$ cat config.mk
export PLATFORM = sky130hd
export DESIGN_NAME = fir_mac_sequencer_flat
export DESIGN_NICKNAME = d
export VERILOG_FILES = /design/src/rtl/fir_mac_sequencer_if.sv /design/src/rtl/fir_mac_sequencer.sv /design/src/flat_wrapper.sv
export SDC_FILE = /design/constraint.sdc
export NUM_CORES = 1
export LEC_CHECK = 0
export ABC_AREA = 1
export ABC_CLOCK_PERIOD_IN_PS = 3110
export CORE_AREA = 5 5 61 63
export CTS_CLUSTER_DIAMETER = 100
export DETAILED_ROUTE_END_ITERATION = 6
export DIE_AREA = 0 0 66 68
export DONT_BUFFER_PORTS = 1
export GPL_ROUTABILITY_DRIVEN = 0
export PLACE_DENSITY = 0.67
export REMOVE_ABC_BUFFERS = 1
export SKIP_CTS_REPAIR_TIMING = 1
export SLEW_MARGIN = 20
export SYNTH_ARGS = -nofsm -noshare
export SYNTH_HDL_FRONTEND = slang
export SYNTH_SLANG_ARGS = --single-unit
$ cat constraint.sdc
create_clock -name clk -period 3.11 [get_ports clk]
set_clock_uncertainty 0.15 [all_clocks]
set_input_delay 0.1555 -clock clk [delete_from_list [all_inputs] [get_ports clk]]
set_output_delay 0.1555 -clock clk [all_outputs]
set_load 0.02 [all_outputs]
$ cat src/rtl/fir_mac_sequencer_if.sv
// Handshake and address/strobe bundle between the FIR MAC sequencer and its
// surroundings (upstream sample source, sample RAM, coefficient ROM, accumulator).
interface fir_mac_sequencer_if #(
    parameter int AddrLengthBits = 4
);
    logic                      in_valid;
    logic                      in_ready;
    logic                      sample_wr_en;
    logic                      sample_wr_zero;
    logic [AddrLengthBits-1:0] sample_wr_addr;
    logic [AddrLengthBits-1:0] sample_rd_addr;
    logic [AddrLengthBits-1:0] coeff_addr;
    logic                      acc_clear;
    logic                      acc_en;
    logic                      out_valid;
    logic                      out_ready;

    modport master (
        input  in_valid,
        input  out_ready,
        output in_ready,
        output sample_wr_en,
        output sample_wr_zero,
        output sample_wr_addr,
        output sample_rd_addr,
        output coeff_addr,
        output acc_clear,
        output acc_en,
        output out_valid
    );

    modport slave (
        output in_valid,
        output out_ready,
        input  in_ready,
        input  sample_wr_en,
        input  sample_wr_zero,
        input  sample_wr_addr,
        input  sample_rd_addr,
        input  coeff_addr,
        input  acc_clear,
        input  acc_en,
        input  out_valid
    );
endinterface

$ cat src/rtl/fir_mac_sequencer.sv
// Sequencer for a single-multiplier FIR: zero-fills the sample RAM after reset,
// then per accepted sample walks NumTaps address pairs and times the MAC strobes.
module fir_mac_sequencer #(
    parameter int NumTaps        = 16,
    parameter int AddrLengthBits = 4,
    parameter int PipeLatency    = 2
) (
    input  logic                clk,
    input  logic                rst_n,
    fir_mac_sequencer_if.master bus
);

    localparam int AW     = AddrLengthBits;
    localparam int DrainW = (PipeLatency > 1) ? $clog2(PipeLatency) : 1;

    localparam logic [AW-1:0]     LastTap   = AW'(NumTaps - 1);
    localparam logic [DrainW-1:0] LastDrain = DrainW'(PipeLatency - 1);
    localparam logic [AW:0]       TapsExt   = (AW + 1)'(NumTaps);

    typedef enum logic [2:0] {
        S_INIT  = 3'd0,
        S_IDLE  = 3'd1,
        S_MAC   = 3'd2,
        S_DRAIN = 3'd3,
        S_DONE  = 3'd4
    } state_e;

    state_e                 state_q, state_d;
    logic [AW-1:0]          init_cnt_q, init_cnt_d;
    logic [AW-1:0]          wr_ptr_q, wr_ptr_d;
    logic [AW-1:0]          newest_q, newest_d;
    logic [AW-1:0]          k_q, k_d;
    logic [DrainW-1:0]      drain_q, drain_d;
    logic                   out_valid_q, out_valid_d;
    logic [PipeLatency-1:0] mac_sr_q, mac_sr_d;
    logic [PipeLatency-1:0] clr_sr_q, clr_sr_d;

    logic                   mac_now_s;
    logic                   clr_now_s;
    logic [AW-1:0]          rd_addr_s;

    // Circular read address: newest minus k, wrapping at NumTaps rather than 2**AW.
    always_comb begin
        rd_addr_s = '0;
        if (newest_q >= k_q) begin
            rd_addr_s = newest_q - k_q;
        end else begin
            rd_addr_s = AW'({1'b0, newest_q} + TapsExt - {1'b0, k_q});
        end
    end

    // State register and all sequential bookkeeping.
    always_ff @(posedge clk) begin
        if (!rst_n) begin
            state_q     <= S_INIT;
            init_cnt_q  <= '0;
            wr_ptr_q    <= '0;
            newest_q    <= '0;
            k_q         <= '0;
            drain_q     <= '0;
            out_valid_q <= 1'b0;
            mac_sr_q    <= '0;
            clr_sr_q    <= '0;
        end else begin
            state_q     <= state_d;
            init_cnt_q  <= init_cnt_d;
            wr_ptr_q    <= wr_ptr_d;
            newest_q    <= newest_d;
            k_q         <= k_d;
            drain_q     <= drain_d;
            out_valid_q <= out_valid_d;
            mac_sr_q    <= mac_sr_d;
            clr_sr_q    <= clr_sr_d;
        end
    end

    // Next-state and counter update logic.
    always_comb begin
        state_d     = state_q;
        init_cnt_d  = init_cnt_q;
        wr_ptr_d    = wr_ptr_q;
        newest_d    = newest_q;
        k_d         = k_q;
        drain_d     = drain_q;
        out_valid_d = out_valid_q;
        case (state_q)
            S_INIT: begin
                if (init_cnt_q == LastTap) begin
                    init_cnt_d = '0;
                    state_d    = S_IDLE;
                end else begin
                    init_cnt_d = init_cnt_q + AW'(1);
                end
            end
            S_IDLE: begin
                if (bus.in_valid) begin
                    newest_d = wr_ptr_q;
                    k_d      = '0;
                    state_d  = S_MAC;
                    if (wr_ptr_q == LastTap) begin
                        wr_ptr_d = '0;
                    end else begin
                        wr_ptr_d = wr_ptr_q + AW'(1);
                    end
                end else begin
                    state_d = S_IDLE;
                end
            end
            S_MAC: begin
                if (k_q == LastTap) begin
                    k_d     = '0;
                    drain_d = '0;
                    state_d = S_DRAIN;
                end else begin
                    k_d = k_q + AW'(1);
                end
            end
            S_DRAIN: begin
                if (drain_q == LastDrain) begin
                    drain_d     = '0;
                    out_valid_d = 1'b1;
                    state_d     = S_DONE;
                end else begin
                    drain_d = drain_q + DrainW'(1);
                end
            end
            S_DONE: begin
                if (bus.out_ready) begin
                    out_valid_d = 1'b0;
                    state_d     = S_IDLE;
                end else begin
                    out_valid_d = 1'b1;
                end
            end
            default: begin
                out_valid_d = 1'b0;
                state_d     = S_INIT;
            end
        endcase
    end

    // Address/write-strobe decode; in_ready depends on state only.
    always_comb begin
        bus.in_ready       = 1'b0;
        bus.sample_wr_en   = 1'b0;
        bus.sample_wr_zero = 1'b0;
        bus.sample_wr_addr = wr_ptr_q;
        bus.sample_rd_addr = '0;
        bus.coeff_addr     = '0;
        mac_now_s          = 1'b0;
        clr_now_s          = 1'b0;
        case (state_q)
            S_INIT: begin
                bus.sample_wr_en   = 1'b1;
                bus.sample_wr_zero = 1'b1;
                bus.sample_wr_addr = init_cnt_q;
            end
            S_IDLE: begin
                bus.in_ready     = 1'b1;
                bus.sample_wr_en = bus.in_valid;
            end
            S_MAC: begin
                bus.sample_rd_addr = rd_addr_s;
                bus.coeff_addr     = k_q;
                mac_now_s          = 1'b1;
                clr_now_s          = (k_q == '0);
            end
            default: begin
                bus.in_ready = 1'b0;
            end
        endcase
    end

    // Strobe delay lines matching the RAM/ROM read and multiplier pipeline.
    always_comb begin
        mac_sr_d    = '0;
        clr_sr_d    = '0;
        mac_sr_d[0] = mac_now_s;
        clr_sr_d[0] = clr_now_s;
        for (int i = 1; i < PipeLatency; i++) begin
            mac_sr_d[i] = mac_sr_q[i-1];
            clr_sr_d[i] = clr_sr_q[i-1];
        end
    end

    assign bus.acc_en    = mac_sr_q[PipeLatency-1];
    assign bus.acc_clear = clr_sr_q[PipeLatency-1];
    assign bus.out_valid = out_valid_q;

endmodule

$ cat src/flat_wrapper.sv
// flat-port wrapper written by rule: the top's interface ports become plain ports
module fir_mac_sequencer_flat 
#(
    parameter int NumTaps        = 16,
    parameter int AddrLengthBits = 4,
    parameter int PipeLatency    = 2
)
  (clk, rst_n, bus_in_valid, bus_out_ready, bus_in_ready, bus_sample_wr_en, bus_sample_wr_zero, bus_sample_wr_addr, bus_sample_rd_addr, bus_coeff_addr, bus_acc_clear, bus_acc_en, bus_out_valid);
  fir_mac_sequencer_if #(.AddrLengthBits(AddrLengthBits)) bus_i ();
  input  logic clk;
  input  logic rst_n;
  input wire logic [$bits(bus_i.in_valid)-1:0] bus_in_valid;
  input wire logic [$bits(bus_i.out_ready)-1:0] bus_out_ready;
  output wire logic [$bits(bus_i.in_ready)-1:0] bus_in_ready;
  output wire logic [$bits(bus_i.sample_wr_en)-1:0] bus_sample_wr_en;
  output wire logic [$bits(bus_i.sample_wr_zero)-1:0] bus_sample_wr_zero;
  output wire logic [$bits(bus_i.sample_wr_addr)-1:0] bus_sample_wr_addr;
  output wire logic [$bits(bus_i.sample_rd_addr)-1:0] bus_sample_rd_addr;
  output wire logic [$bits(bus_i.coeff_addr)-1:0] bus_coeff_addr;
  output wire logic [$bits(bus_i.acc_clear)-1:0] bus_acc_clear;
  output wire logic [$bits(bus_i.acc_en)-1:0] bus_acc_en;
  output wire logic [$bits(bus_i.out_valid)-1:0] bus_out_valid;
  assign bus_i.in_valid = bus_in_valid;
  assign bus_i.out_ready = bus_out_ready;
  assign bus_in_ready = bus_i.in_ready;
  assign bus_sample_wr_en = bus_i.sample_wr_en;
  assign bus_sample_wr_zero = bus_i.sample_wr_zero;
  assign bus_sample_wr_addr = bus_i.sample_wr_addr;
  assign bus_sample_rd_addr = bus_i.sample_rd_addr;
  assign bus_coeff_addr = bus_i.coeff_addr;
  assign bus_acc_clear = bus_i.acc_clear;
  assign bus_acc_en = bus_i.acc_en;
  assign bus_out_valid = bus_i.out_valid;
  fir_mac_sequencer #(.NumTaps(NumTaps), .AddrLengthBits(AddrLengthBits), .PipeLatency(PipeLatency)) u_core (.clk(clk), .rst_n(rst_n), .bus(bus_i));
endmodule
Yosys cells after proc, flatten, opt, wreduce, memory -nomap -nowiden --
Cells that the tools add are included. W data, S select, Z words.
Word-level totals: register bits 25, latch bits 0, bits in writable memories 0, memory bits (read-only) 0, input bits 4, word-level logic and storage cells 67, memories kept 0
Operators by class: add/sub/neg operators 7, $mul 0, div/mod/pow operators 0, order comparisons 1, equality and inequality tests 12, shifts and indexed selects 0, mux-type cells 25, bitwise operators 1, reduce and logical (&&, ||, !) cells 11
Operator list (number):
- $mux W4 | 8
- $add A4 B1 Y4 const B | 4
- $pmux W3 S5 | 1
- $eq A4 B4 Y1 const B | 3
- $mux W3 | 4
- $reduce_and A2 Y1 | 5
- $pmux W4 S2 | 1
- $sub A4 B4 Y4 | 2
- $mux W1 | 7
- $eq A3 B2 Y1 const B | 2
- $ne A2 B1 Y1 const B | 3
- $ge A4 B4 Y1 | 1
- $logic_not A4 Y1 | 1
- $ne A2 B2 Y1 const B | 2
- $pmux W1 S2 | 2
- $reduce_and A4 Y1 | 1
- $reduce_bool A2 Y1 | 2
- $eq A3 B1 Y1 const B | 1
- $eq A3 B3 Y1 const B | 1
- $logic_not A3 Y1 | 1
- $pmux W1 S3 | 1
- $reduce_or A3 Y1 | 1
- $mux W2 | 1
- $add A1 B1 Y1 const B | 1
- $not A1 Y1 | 1

Logic depth before layout (Yosys ltp) --
Gate-level depths: netlist of run 1.
depth after elaboration 4, mapped depth 8

Worst setup path after synthesis of run 1 --
No wires, ideal clock.
path kind register to output, start point register u_core.k_q[0], end point output port bus_sample_rd_addr[1], data arrival time 1.421 ns, data required time 2.804 ns, slack 1.384 ns, cell stages (with the launch flop) 6, path through dfxtp_1 -> ha_1 -> inv_1 -> fa_1 -> inv_1 -> nor2_1
Between the ends: word-level cells in the longest chain between the ends 3
Ends and longest elaborated chain:
- start, declared | RTL line fir_mac_sequencer.sv:32 | logic [AW-1:0] k_q, k_d;
- start signal, assigned | RTL line fir_mac_sequencer.sv:69 | k_q <= k_d;
- $sub A4 B4 Y4, or another cell as far along | RTL line fir_mac_sequencer.sv:48 | rd_addr_s = AW'({1'b0, newest_q} + TapsExt - {1'b0, k_q});
- $mux W4 * | RTL line fir_mac_sequencer.sv:45 | if (newest_q >= k_q) begin
- $mux W4 * | RTL line fir_mac_sequencer.sv:152 | case (state_q)
- end, declared | RTL line flat_wrapper.sv:18 | output wire logic [$bits(bus_i.sample_rd_addr)-1:0] bus_sample_rd_addr;
Every way passes the cells marked *; elsewhere a longest branch is shown, timed or not.

Worst setup path after layout of run 1 --
Ends and elaborated chain as after synthesis.

==> results of run 1 <==
cell usage after synthesis (2+ instances only):
library cell	instances
sky130_fd_sc_hd__o21ai_0	4
sky130_fd_sc_hd__a21oi_2	5
sky130_fd_sc_hd__inv_2	3
sky130_fd_sc_hd__nand3_1	12
sky130_fd_sc_hd__dfxtp_1	25
sky130_fd_sc_hd__nand3_2	2
sky130_fd_sc_hd__nand2_1	42
sky130_fd_sc_hd__a21oi_1	15
sky130_fd_sc_hd__nor2_2	3
sky130_fd_sc_hd__inv_1	19
sky130_fd_sc_hd__nor2_1	24
sky130_fd_sc_hd__nand2_2	2
sky130_fd_sc_hd__ha_1	7
sky130_fd_sc_hd__xnor2_1	2
sky130_fd_sc_hd__o21ai_1	6
cells by family after synthesis:
kind of cell,count (synthesis),share of synthesized area [%]
AOI/OAI and AO/OA,33,14.07
DFF,25,37.04
and+or+nand+nor,89,29.72
adders and majority gates,8,7.963
buffers and inverters,28,9.259
xor gates and xnor gates,3,1.945
registers in the layout (all words and copies together), names as in the netlist:
signal,count
u_core.mac_sr_q,2
u_core.state_q,3
u_core.init_cnt_q,4
u_core.drain_q,1
u_core.bus.out_valid,1
u_core.clr_sr_q,2
u_core.k_q,4
u_core.wr_ptr_q,4
u_core.newest_q,4
per-layer routing:
layer  track usage (%)  up-vias
met2             20.15        9
met1             15.06      496
met3             2.627        4
met4             3.807        0
met5                 0        -
li1                  -      601
critical path, stage by stage (launching register included):
cell	delay, ps
sky130_fd_sc_hd__dfxtp_1	430
sky130_fd_sc_hd__ha_1	170
sky130_fd_sc_hd__inv_1	60
sky130_fd_sc_hd__fa_1	530
sky130_fd_sc_hd__inv_1	40
sky130_fd_sc_hd__nor2_1	310
final cells by class:
type | instances | area (sq um)
Clock buffer | 3 | 22.52
Clock inverter | 1 | 7.507
Fill cell | 336 | 1738
Inverter | 24 | 97.59
Multi-Input combinational cell | 133 | 725.7
Sequential cell | 25 | 500.5
Tap cell | 46 | 57.56
Timing Repair Buffer | 3 | 30.03
per-stage QoR:
step                hold slack [ps]  cells
floorplan                     98.95    182
global placement              102.0    228
detailed placement            104.3    228
CTS                          -226.4    232
global route                  77.03    235
finish                        44.33    235
how the worst max path moves through the flow:
stage	slack, ps	startpoint	depth (start not counted)	end
after floorplan	1380	u_core.k_q[0]	5	bus_sample_rd_addr[1]
after global placement	1330	u_core.k_q[0]	5	bus_sample_rd_addr[1]
after detailed placement	1300	u_core.k_q[0]	5	bus_sample_rd_addr[1]
after CTS	940	u_core.k_q[0]	5	bus_sample_rd_addr[1]
after global routing	860	u_core.k_q[0]	5	bus_sample_rd_addr[1]
final	950	u_core.k_q[0]	5	bus_sample_rd_addr[1]
power by group through the flow:
stage	logic, mW	registers [mW]	clock network, mW
final	0.152	0.356	0.150
after global routing	0.172	0.359	0.163
after CTS	0.148	0.356	0.152
after detailed placement	0.147	0.363	0
after global placement	0.146	0.363	0
after floorplan	0.127	0.360	0
==> impl_table.tex, run 1 <==
\begin{tabular}{lr}
\hline
Metric & Value \\
\hline
\multicolumn{2}{l}{\textbf{Timing}} \\
Peak Freq & 463.0 MHz \\
Shortest clock period the worst path allows after layout & 2160 ps \\
Period Utilization, post-route & 69.44\% \\
PnR worst setup slack & roughly 950 ps \\
RSZ-0062 raised after global routing & false \\
Max Transition Viols Final & 0 \\
Worst-case headroom to the max-slew limit & slightly below 70\% \\
Measured slew at the worst slew-check pin & about 460 ps \\
Hold violation count in the final report & 0 \\
Count of final setup violators & 0 \\
Summed negative setup slack over all endpoints & 0 ps \\
\multicolumn{2}{l}{\textbf{Critical path}} \\
R2R depth & 6 \\
Capturing element type of the critical path & output port \\
Arrival @ worst endpoint & between 1500 and 2000 ps \\
Source of the worst register-to-register timing path & u\_core.state\_q[0] \\
Worst Path Class, Setup & reg -> out \\
Worst-path maximum fanout & 5 \\
Startpoint kind of the worst setup timing path & flop \\
Reg2Reg Capture Point & u\_core.init\_cnt\_q[3] \\
Flop2flop setup slack & approximately 1500 ps \\
Worst path required time & around 2800 ps \\
\multicolumn{2}{l}{\textbf{Worst hold path}} \\
Startpoint of the most critical hold path & rst\_n \\
Count of cells along the worst hold path & 2 \\
Sink of the worst hold path & u\_core.state\_q[1] \\
Classification of the worst-slack hold path & in -> reg \\
\multicolumn{2}{l}{\textbf{Global routing}} \\
Leftover overflow at the end of global routing & 0 \\
Overall fraction of global-route tracks in use & between 10\% and 20\% \\
Vias in the first global route & 990 \\
Pin count of the biggest net entering global routing & 16 \\
Antenna violations before repair & 0 \\
Wire length of the first global-routing pass & around 4.2 mm \\
\multicolumn{2}{l}{\textbf{CTS}} \\
Number of clock buffers inserted by TritonCTS & 3 \\
Number of clock sinks & 25 \\
H-tree depth reported by CTS & 1 \\
Root buf cell & sky130\_fd\_sc\_hd\_\_clkbuf\_4 \\
CTS tree & yes \\
Clock slew at reported path FFs & 150 ps \\
Number of buffers on the longest clock path & 2 \\
Insertion delay to the later sink of the worst-skew pair & roughly 320 ps \\
\multicolumn{2}{l}{\textbf{Synthesis}} \\
Unique masters post-synth & 30 \\
Cell types occupying the most area after synthesis & sky130\_fd\_sc\_hd\_\_dfxtp\_1, sky130\_fd\_sc\_hd\_\_nand2\_1, sky130\_fd\_sc\_hd\_\_nor2\_1 \\
Post-synthesis instance area & about 1400 sq um \\
Primary flip-flop cell chosen by synthesis mapping & sky130\_fd\_sc\_hd\_\_dfxtp\_1 \\
Largest area contributor in the netlist & sky130\_fd\_sc\_hd\_\_dfxtp\_1 \\
FF+latch count, synth & 25 \\
Number of warnings printed during yosys synthesis & 0 \\
Mean post-synth cell area & approximately 7.3 sq um \\
EDFF count, synth & 0 \\
FFs w/ async S/R, synth & 0\% \\
Share of synthesized area occupied by flip-flops and latches & between 30\% and 40\% \\
Portion of synthesized cell area occupied by the leading cell type & between 30\% and 40\% \\
Synthesized netlist cell count & 186 \\
\multicolumn{2}{l}{\textbf{Power and ir drop}} \\
Power Total & 0.6577 mW \\
Internal Dissipation & roughly 0.43 mW \\
PD cells & approximately 460 nW/um\^{}2 \\
Switching power as a share of total power & $\sim$35\% \\
Proportion of power drawn by combinational gates & a little under a quarter \\
IR Drop Worst-Case VDD & between 200 and 300 uV \\
Net switching component of the power & 0.2278 mW \\
Leakage power total & around 0.58 nW \\
Relative contribution of the clock network to total power & between 20 and 25\% \\
Portion of total power attributed to sequential cells & about 54\% \\
\multicolumn{2}{l}{\textbf{Flow run}} \\
Number of max-capacitance violations reported & 0 \\
\multicolumn{2}{l}{\textbf{Placement}} \\
HPWL after detailed placement & between 1.5 and 2 mm \\
Place WS & between 1000 and 1500 ps \\
Cell area after placement & around 1400 sq um \\
I/O Buffers & 0 \\
\multicolumn{2}{l}{\textbf{Detailed routing}} \\
DRC errors left & 0 \\
Detailed Route Iter0 Violations & 22 \\
Routed wire length on met3 & about 68 microns \\
Wire length on met1 & between 1 and 1.5 mm \\
Detail Route met2 WL & between 1 and 1.5 mm \\
First-pass iteration count of the detailed router & 4 \\
Final ANT Viol Nets & 0 \\
Post-DR vias/cell & between 4 and 5 \\
Highest metal layer used by the detailed router & met4 \\
Routed via count & $\sim$1100 \\
Detail-routed net length per standard cell & roughly 11 microns \\
Total wirelength of the detailed-routed design & roughly 2.6 mm \\
\multicolumn{2}{l}{\textbf{Final layout}} \\
Fraction of final layout cells sized beyond drive strength 1 & between 10\% and 20\% \\
Commonest cells after routing, fill and taps aside & sky130\_fd\_sc\_hd\_\_nand2\_1, sky130\_fd\_sc\_hd\_\_dfxtp\_1, sky130\_fd\_sc\_hd\_\_nor2\_1 \\
Net count, final & a little over 200 \\
Most common cell after layout, fill and taps aside & sky130\_fd\_sc\_hd\_\_nand2\_1 \\
Final design area excluding fillers & 1441 sq um \\
N\_diodes & 0 \\
Area added between synthesis and finish & 6.666\% \\
Share of the core filled with cells & 45.34\% \\
\multicolumn{2}{l}{\textbf{Floorplanning}} \\
Starting density of the core & around 43\% \\
Die outline area & 4488 sq um \\
Boundary Pins & 22 \\
Placement row count & 21 \\
Die Span Y & between 60 and 70 microns \\
Core Box Area & 3179 sq um \\
Overall die width & $\sim$66 microns \\
\multicolumn{2}{l}{\textbf{Outcome}} \\
Outcome & finished clean \\
\hline
\end{tabular}
Note: power is estimated with default switching activity, not from simulation.
==> inputs of run 2 (changes only) <==
--- a/config.mk
+++ b/config.mk
@@ -6,14 +6,14 @@
 export NUM_CORES = 1
 export LEC_CHECK = 0
 export ABC_AREA = 1
-export ABC_CLOCK_PERIOD_IN_PS = 3110
+export ABC_CLOCK_PERIOD_IN_PS = 1900
 export CORE_AREA = 5 5 61 63
 export CTS_CLUSTER_DIAMETER = 100
 export DETAILED_ROUTE_END_ITERATION = 6
 export DIE_AREA = 0 0 66 68
 export DONT_BUFFER_PORTS = 1
 export GPL_ROUTABILITY_DRIVEN = 0
-export PLACE_DENSITY = 0.67
+export PLACE_DENSITY = 0.7
 export REMOVE_ABC_BUFFERS = 1
 export SKIP_CTS_REPAIR_TIMING = 1
 export SLEW_MARGIN = 20
==> constraint.sdc (replaced) <==
create_clock -name clk -period 1.9 [get_ports clk]
set_clock_uncertainty 0.15 [all_clocks]
set_input_delay 0.095 -clock clk [delete_from_list [all_inputs] [get_ports clk]]
set_output_delay 0.095 -clock clk [all_outputs]
set_load 0.02 [all_outputs]
==> run 2 against run 1 <==
  * Cell area increased by 6.4%
  * Utilization grew 2.9 points
  * Non-clock buffer count up 5
  * Sequential share of layout area decreased by 1.6 points
  * Power increased by 66%
  * Register-to-register slack lost 1100 ps
  * Combinational power increased by 70%
  * Highest routed layer unchanged
  * Global-route usage grew 1.1 points
  * Critical path type unchanged
  * The run now ends with setup timing left
  * Setup slack worse by 960 ps
  * Clock-buffer cell count unchanged
  * Via count is 0.90% higher
==> impl_table.tex, run 2 (same netlist as run 1, synthesis figures left out) <==
\begin{tabular}{lr}
\hline
Metric & Value \\
\hline
\multicolumn{2}{l}{\textbf{Outcome}} \\
Outcome & finished, violations left \\
Failing checks & setup timing \\
\multicolumn{2}{l}{\textbf{Power and ir drop}} \\
Portion of total power attributed to sequential cells & 53.6\% \\
Switching power as a share of total power & between 30\% and 40\% \\
PD cells & around 710 nW/um\^{}2 \\
Proportion of power drawn by combinational gates & 23.7\% \\
IR Drop Worst-Case VDD & 405.2 uV \\
Internal Dissipation & about 0.71 mW \\
Relative contribution of the clock network to total power & a little under a quarter \\
Power Total & between 1 and 1.5 mW \\
Net switching component of the power & around 0.38 mW \\
Leakage power total & between 0.6 and 0.7 nW \\
\multicolumn{2}{l}{\textbf{Critical path}} \\
Worst Path Class, Setup & reg -> out \\
Startpoint kind of the worst setup timing path & flop \\
Worst-path maximum fanout & 5 \\
Worst path required time & around 1700 ps \\
Flop2flop setup slack & 370 ps \\
Arrival @ worst endpoint & $\sim$1700 ps \\
Capturing element type of the critical path & output port \\
\multicolumn{2}{l}{\textbf{Final layout}} \\
Sequential cell area & between 500 and 600 sq um \\
Area added between synthesis and finish & 13.52\% \\
Total area of multi-input combinational cells & 775.7 sq um \\
Commonest cells after routing, fill and taps aside & sky130\_fd\_sc\_hd\_\_nand2\_1, sky130\_fd\_sc\_hd\_\_nor2\_1, sky130\_fd\_sc\_hd\_\_dfxtp\_1 \\
Post-route non-filler standard cell count & 240 \\
Number of filler cells placed in the layout & 333 \\
Share of the core filled with cells & between 40\% and 50\% \\
Fraction of final layout cells sized beyond drive strength 1 & between 20 and 25\% \\
Net count, final & between 200 and 250 \\
Most common cell after layout, fill and taps aside & sky130\_fd\_sc\_hd\_\_nand2\_1 \\
N\_diodes & 0 \\
\multicolumn{2}{l}{\textbf{CTS}} \\
Number of clock buffers inserted by TritonCTS & 3 \\
Number of buffers on the longest clock path & 2 \\
Insertion delay to the later sink of the worst-skew pair & around 330 ps \\
H-tree depth reported by CTS & 1 \\
Number of clock sinks & 25 \\
Root buf cell & sky130\_fd\_sc\_hd\_\_clkbuf\_4 \\
CTS tree & yes \\
Clock slew at reported path FFs & 140 ps \\
\multicolumn{2}{l}{\textbf{Floorplanning}} \\
Boundary Pins & 22 \\
Core Box Area & $\sim$3200 sq um \\
Starting density of the core & 42.50\% \\
Placement row count & 21 \\
Die Span Y & slightly below 70 microns \\
Die outline area & 4488 sq um \\
Overall die width & roughly 66 microns \\
\multicolumn{2}{l}{\textbf{Global routing}} \\
Vias in the first global route & 990 \\
Wire length of the first global-routing pass & about 4.5 mm \\
Pin count of the biggest net entering global routing & 15 \\
Leftover overflow at the end of global routing & 0 \\
Overall fraction of global-route tracks in use & between 10\% and 20\% \\
Antenna violations before repair & 0 \\
\multicolumn{2}{l}{\textbf{Timing}} \\
Shortest clock period the worst path allows after layout & 1908 ps \\
PnR worst setup slack & -7.944 ps \\
Measured slew at the worst slew-check pin & 492.0 ps \\
Worst-case headroom to the max-slew limit & between 60\% and 70\% \\
Period Utilization, post-route & 100.4\% \\
Peak Freq & about 520 MHz \\
Max Transition Viols Final & 0 \\
Count of final setup violators & 1 \\
Hold violation count in the final report & 0 \\
RSZ-0062 raised after global routing & true \\
\multicolumn{2}{l}{\textbf{Detailed routing}} \\
DRC errors left & 0 \\
Detail-routed net length per standard cell & around 11 microns \\
Post-DR vias/cell & around 4.7 \\
Total wirelength of the detailed-routed design & 2.595 mm \\
Detailed Route Iter0 Violations & 26 \\
Routed via count & roughly 1100 \\
First-pass iteration count of the detailed router & 4 \\
Final ANT Viol Nets & 0 \\
\multicolumn{2}{l}{\textbf{Placement}} \\
I/O Buffers & 0 \\
HPWL after detailed placement & between 1.5 and 2 mm \\
Place WS & roughly 250 ps \\
Cell total after placement & around 230 \\
\multicolumn{2}{l}{\textbf{Flow run}} \\
Number of max-capacitance violations reported & 0 \\
\multicolumn{2}{l}{\textbf{Worst hold path}} \\
Classification of the worst-slack hold path & reg -> reg \\
\hline
\end{tabular}
==> run 2: cell count changes in the layout (fill, tap and decap cells not counted), moves of 2 or more <==
cell,change
sky130_fd_sc_hd__buf_4,+5
sky130_fd_sc_hd__dfxtp_1,-4
sky130_fd_sc_hd__inv_1,-4
sky130_fd_sc_hd__inv_2,+4
sky130_fd_sc_hd__dfxtp_2,+3
sky130_fd_sc_hd__ha_1,-2
sky130_fd_sc_hd__ha_4,+2
==> run 2: layout make-up <==
class	count	area share, %
clock inverter	1	0.3263
timing repair buffer	8	4.405
multi-input combinational	133	50.57
clock buffer	3	1.468
sequential	25	33.12
tap	46	3.752
inverter	24	6.362
==> run 2: critical path, cell delays in order (launching register included) <==
cell                      delay [ps]
sky130_fd_sc_hd__dfxtp_4         410
sky130_fd_sc_hd__ha_4            130
sky130_fd_sc_hd__inv_2            40
sky130_fd_sc_hd__fa_2            510
sky130_fd_sc_hd__inv_1            40
sky130_fd_sc_hd__nor2_1           80
sky130_fd_sc_hd__buf_4           140
==> run 2: final timing paths <==
check,from,endpoint,cells past startpoint
setup reg to reg,u_core.k_q[1],u_core.state_q[0],8
hold / removal,u_core.clr_sr_q[0],u_core.clr_sr_q[1],2
hold reg to reg,u_core.clr_sr_q[0],u_core.clr_sr_q[1],2
setup / recovery,u_core.k_q[0],bus_sample_rd_addr[1],6
==> run 2: metal layers <==
| layer | global-route usage, % | vias to the layer above | routed length, microns |
|---|---|---|---|
| met2 | 20.53 | 13 | 1161 |
| met5 | 0 | - | 0 |
| met4 | 6.853 | 0 | 55 |
| met3 | 3.120 | 5 | 103 |
| met1 | 16.33 | 493 | 1274 |
| li1 | - | 609 | - |
==> run 2: stage by stage <==
step                TNS, ps  hold slack [ps]  cell area, sq um
floorplan                 0            38.45              1324
global placement          0            40.27              1411
detailed placement        0            45.49              1411
CTS                  -347.6           -303.9              1439
global route         -97.61            286.0              1534
finish               -7.944            276.5              1534
==> run 2: power by group through the flow <==
stage / registers [mW] / clock network, mW / logic (mW)
after floorplan: 0.588 / 0 / 0.208
after detailed placement: 0.596 / 0 / 0.241
after CTS: 0.584 / 0.254 / 0.242
after global routing: 0.589 / 0.271 / 0.297
final: 0.583 / 0.247 / 0.258
after global placement: 0.595 / 0 / 0.239
==> inputs of run 3 (changes only) <==
--- a/config.mk
+++ b/config.mk
@@ -7,13 +7,15 @@
 export LEC_CHECK = 0
 export ABC_AREA = 1
 export ABC_CLOCK_PERIOD_IN_PS = 1900
-export CORE_AREA = 5 5 61 63
+export CELL_PAD_IN_SITES_DETAIL_PLACEMENT = 2
+export CELL_PAD_IN_SITES_GLOBAL_PLACEMENT = 2
+export CORE_AREA = 5 5 73 75
 export CTS_CLUSTER_DIAMETER = 100
 export DETAILED_ROUTE_END_ITERATION = 6
-export DIE_AREA = 0 0 66 68
+export DIE_AREA = 0 0 78 80
 export DONT_BUFFER_PORTS = 1
 export GPL_ROUTABILITY_DRIVEN = 0
-export PLACE_DENSITY = 0.7
+export PLACE_DENSITY = 0.79
 export REMOVE_ABC_BUFFERS = 1
 export SKIP_CTS_REPAIR_TIMING = 1
 export SLEW_MARGIN = 20
==> run 3 against run 2 <==
  * The run now ends clean
  * Non-clock buffer count grew 2
  * Worst hold slack worse by 210 ps
  * Setup slack better by 63 ps
  * Utilization decreased by 14 points
  * Critical path depth grew 1
  * Power rose by 8.9%
  * Via count is 11% higher
  * Clock power is 32% higher
  * Routed wire length increased by 48%
==> impl_table.tex, run 3 (same netlist as run 1, synthesis figures left out) <==
\begin{tabular}{lr}
\hline
Metric & Value \\
\hline
\multicolumn{2}{l}{\textbf{Detailed routing}} \\
Total wirelength of the detailed-routed design & slightly below 4 mm \\
First-pass iteration count of the detailed router & 4 \\
Final ANT Viol Nets & 0 \\
Detail-routed net length per standard cell & 15.39 microns \\
Detailed Route Iter0 Violations & 31 \\
Post-DR vias/cell & 4.960 \\
Routed via count & between 1000 and 1500 \\
DRC errors left & 0 \\
\multicolumn{2}{l}{\textbf{Power and ir drop}} \\
PD cells & approximately 750 nW/um\^{}2 \\
IR Drop Worst-Case VDD & $\sim$310 uV \\
Power Total & roughly 1.2 mW \\
Leakage power total & between 0.6 and 0.7 nW \\
\multicolumn{2}{l}{\textbf{Floorplanning}} \\
Boundary Pins & 22 \\
Starting density of the core & between 20\% and 30\% \\
Overall die width & just under 80 microns \\
Die outline area & $\sim$6200 sq um \\
Core Box Area & around 4600 sq um \\
Placement row count & 25 \\
Die Span Y & about 80 microns \\
\multicolumn{2}{l}{\textbf{CTS}} \\
Number of clock buffers inserted by TritonCTS & 3 \\
Number of buffers on the longest clock path & 2 \\
Root buf cell & sky130\_fd\_sc\_hd\_\_clkbuf\_8 \\
Number of clock sinks & 25 \\
CTS tree & yes \\
Clock slew at reported path FFs & 90 ps \\
H-tree depth reported by CTS & 1 \\
Insertion delay to the later sink of the worst-skew pair & roughly 270 ps \\
\multicolumn{2}{l}{\textbf{Critical path}} \\
Worst path required time & 1650 ps \\
R2R depth & 7 \\
End point of the critical path & bus\_sample\_rd\_addr[1] \\
Worst Path Class, Setup & reg -> out \\
Flop2flop setup slack & roughly 390 ps \\
Startpoint kind of the worst setup timing path & flop \\
Reg2Reg Capture Point & u\_core.state\_q[0] \\
Capturing element type of the critical path & output port \\
Launch point of the worst path & u\_core.newest\_q[0] \\
Arrival @ worst endpoint & about 1600 ps \\
Worst-path maximum fanout & 2 \\
Source of the worst register-to-register timing path & u\_core.k\_q[0] \\
\multicolumn{2}{l}{\textbf{Timing}} \\
Shortest clock period the worst path allows after layout & 1845 ps \\
Summed negative setup slack over all endpoints & 0 ps \\
Period Utilization, post-route & around 97\% \\
Count of final setup violators & 0 \\
Max Transition Viols Final & 0 \\
Peak Freq & between 500 and 600 MHz \\
RSZ-0062 raised after global routing & true \\
Hold violation count in the final report & 0 \\
PnR worst setup slack & approximately 55 ps \\
Worst-case headroom to the max-slew limit & between 60\% and 70\% \\
Measured slew at the worst slew-check pin & around 520 ps \\
Final worst hold slack & 65.57 ps \\
\multicolumn{2}{l}{\textbf{Placement}} \\
HPWL after detailed placement & 2.761 mm \\
Cell area after placement & roughly 1400 sq um \\
Place WS & approximately 190 ps \\
Cell total after placement & $\sim$240 \\
I/O Buffers & 0 \\
\multicolumn{2}{l}{\textbf{Outcome}} \\
Outcome & finished clean \\
\multicolumn{2}{l}{\textbf{Final layout}} \\
Number of filler cells placed in the layout & $\sim$530 \\
Share of the core filled with cells & 34.37\% \\
N\_diodes & 0 \\
Most common cell after layout, fill and taps aside & sky130\_fd\_sc\_hd\_\_nand2\_1 \\
Commonest cells after routing, fill and taps aside & sky130\_fd\_sc\_hd\_\_nand2\_1, sky130\_fd\_sc\_hd\_\_nor2\_1, sky130\_fd\_sc\_hd\_\_dfxtp\_1 \\
Post-route non-filler standard cell count & 250 \\
Area added between synthesis and finish & 16.94\% \\
Net count, final & about 210 \\
Fraction of final layout cells sized beyond drive strength 1 & 22.96\% \\
Final design area excluding fillers & about 1600 sq um \\
\multicolumn{2}{l}{\textbf{Global routing}} \\
Leftover overflow at the end of global routing & 0 \\
Vias in the first global route & roughly 1300 \\
Overall fraction of global-route tracks in use & between 10\% and 20\% \\
Wire length of the first global-routing pass & roughly 6.1 mm \\
Antenna violations before repair & 0 \\
Pin count of the biggest net entering global routing & 14 \\
\multicolumn{2}{l}{\textbf{Worst hold path}} \\
Classification of the worst-slack hold path & in -> reg \\
\multicolumn{2}{l}{\textbf{Flow run}} \\
Number of max-capacitance violations reported & 0 \\
\hline
\end{tabular}
[run 3: worst max-delay path: stages (launching register included)]
cell and delay, ps:
sky130_fd_sc_hd__dfxtp_2 330, sky130_fd_sc_hd__inv_2 60, sky130_fd_sc_hd__ha_4 120, sky130_fd_sc_hd__inv_2 40, sky130_fd_sc_hd__fa_2 520, sky130_fd_sc_hd__inv_2 30, sky130_fd_sc_hd__nor2_1 70, sky130_fd_sc_hd__buf_4 150
[run 3: layer usage]
metal	up-vias	wire length (microns)	global-route usage [%]
met3	9	109	2.483
met4	0	108	4.054
met1	606	1654	13.90
met5	-	0	0
met2	14	1977	22.37
li1	611	-	-
[run 3: cell type report]
| type | instances | area (sq um) | share of cell area [%] |
|---|---|---|---|
| timing repair buffer | 10 | 82.58 | 5.226 |
| multi-input combinational | 133 | 775.7 | 49.09 |
| tap | 54 | 67.56 | 4.276 |
| inverter | 24 | 100.1 | 6.334 |
| sequential | 25 | 509.2 | 32.22 |
| clock buffer | 4 | 45.04 | 2.850 |
[run 3: worst min-delay path by stage]
stage | cells past startpoint | from | to | slack, ps
after floorplan | 2 | rst_n | u_core.clr_sr_q[1] | 40
after global placement | 2 | rst_n | u_core.clr_sr_q[1] | 50
after detailed placement | 2 | rst_n | u_core.clr_sr_q[1] | 50
after CTS | 2 | rst_n | u_core.clr_sr_q[1] | -240
after global routing | 2 | rst_n | u_core.newest_q[0] | 80
final | 2 | rst_n | u_core.k_q[3] | 70
[run 3: where the power goes]
part           internal (mW)  total (mW)  switching [mW]
clock                  0.150       0.325           0.174
sequential             0.549       0.584          0.0345
combinational         0.0787       0.277           0.199
total                  0.779        1.19           0.407
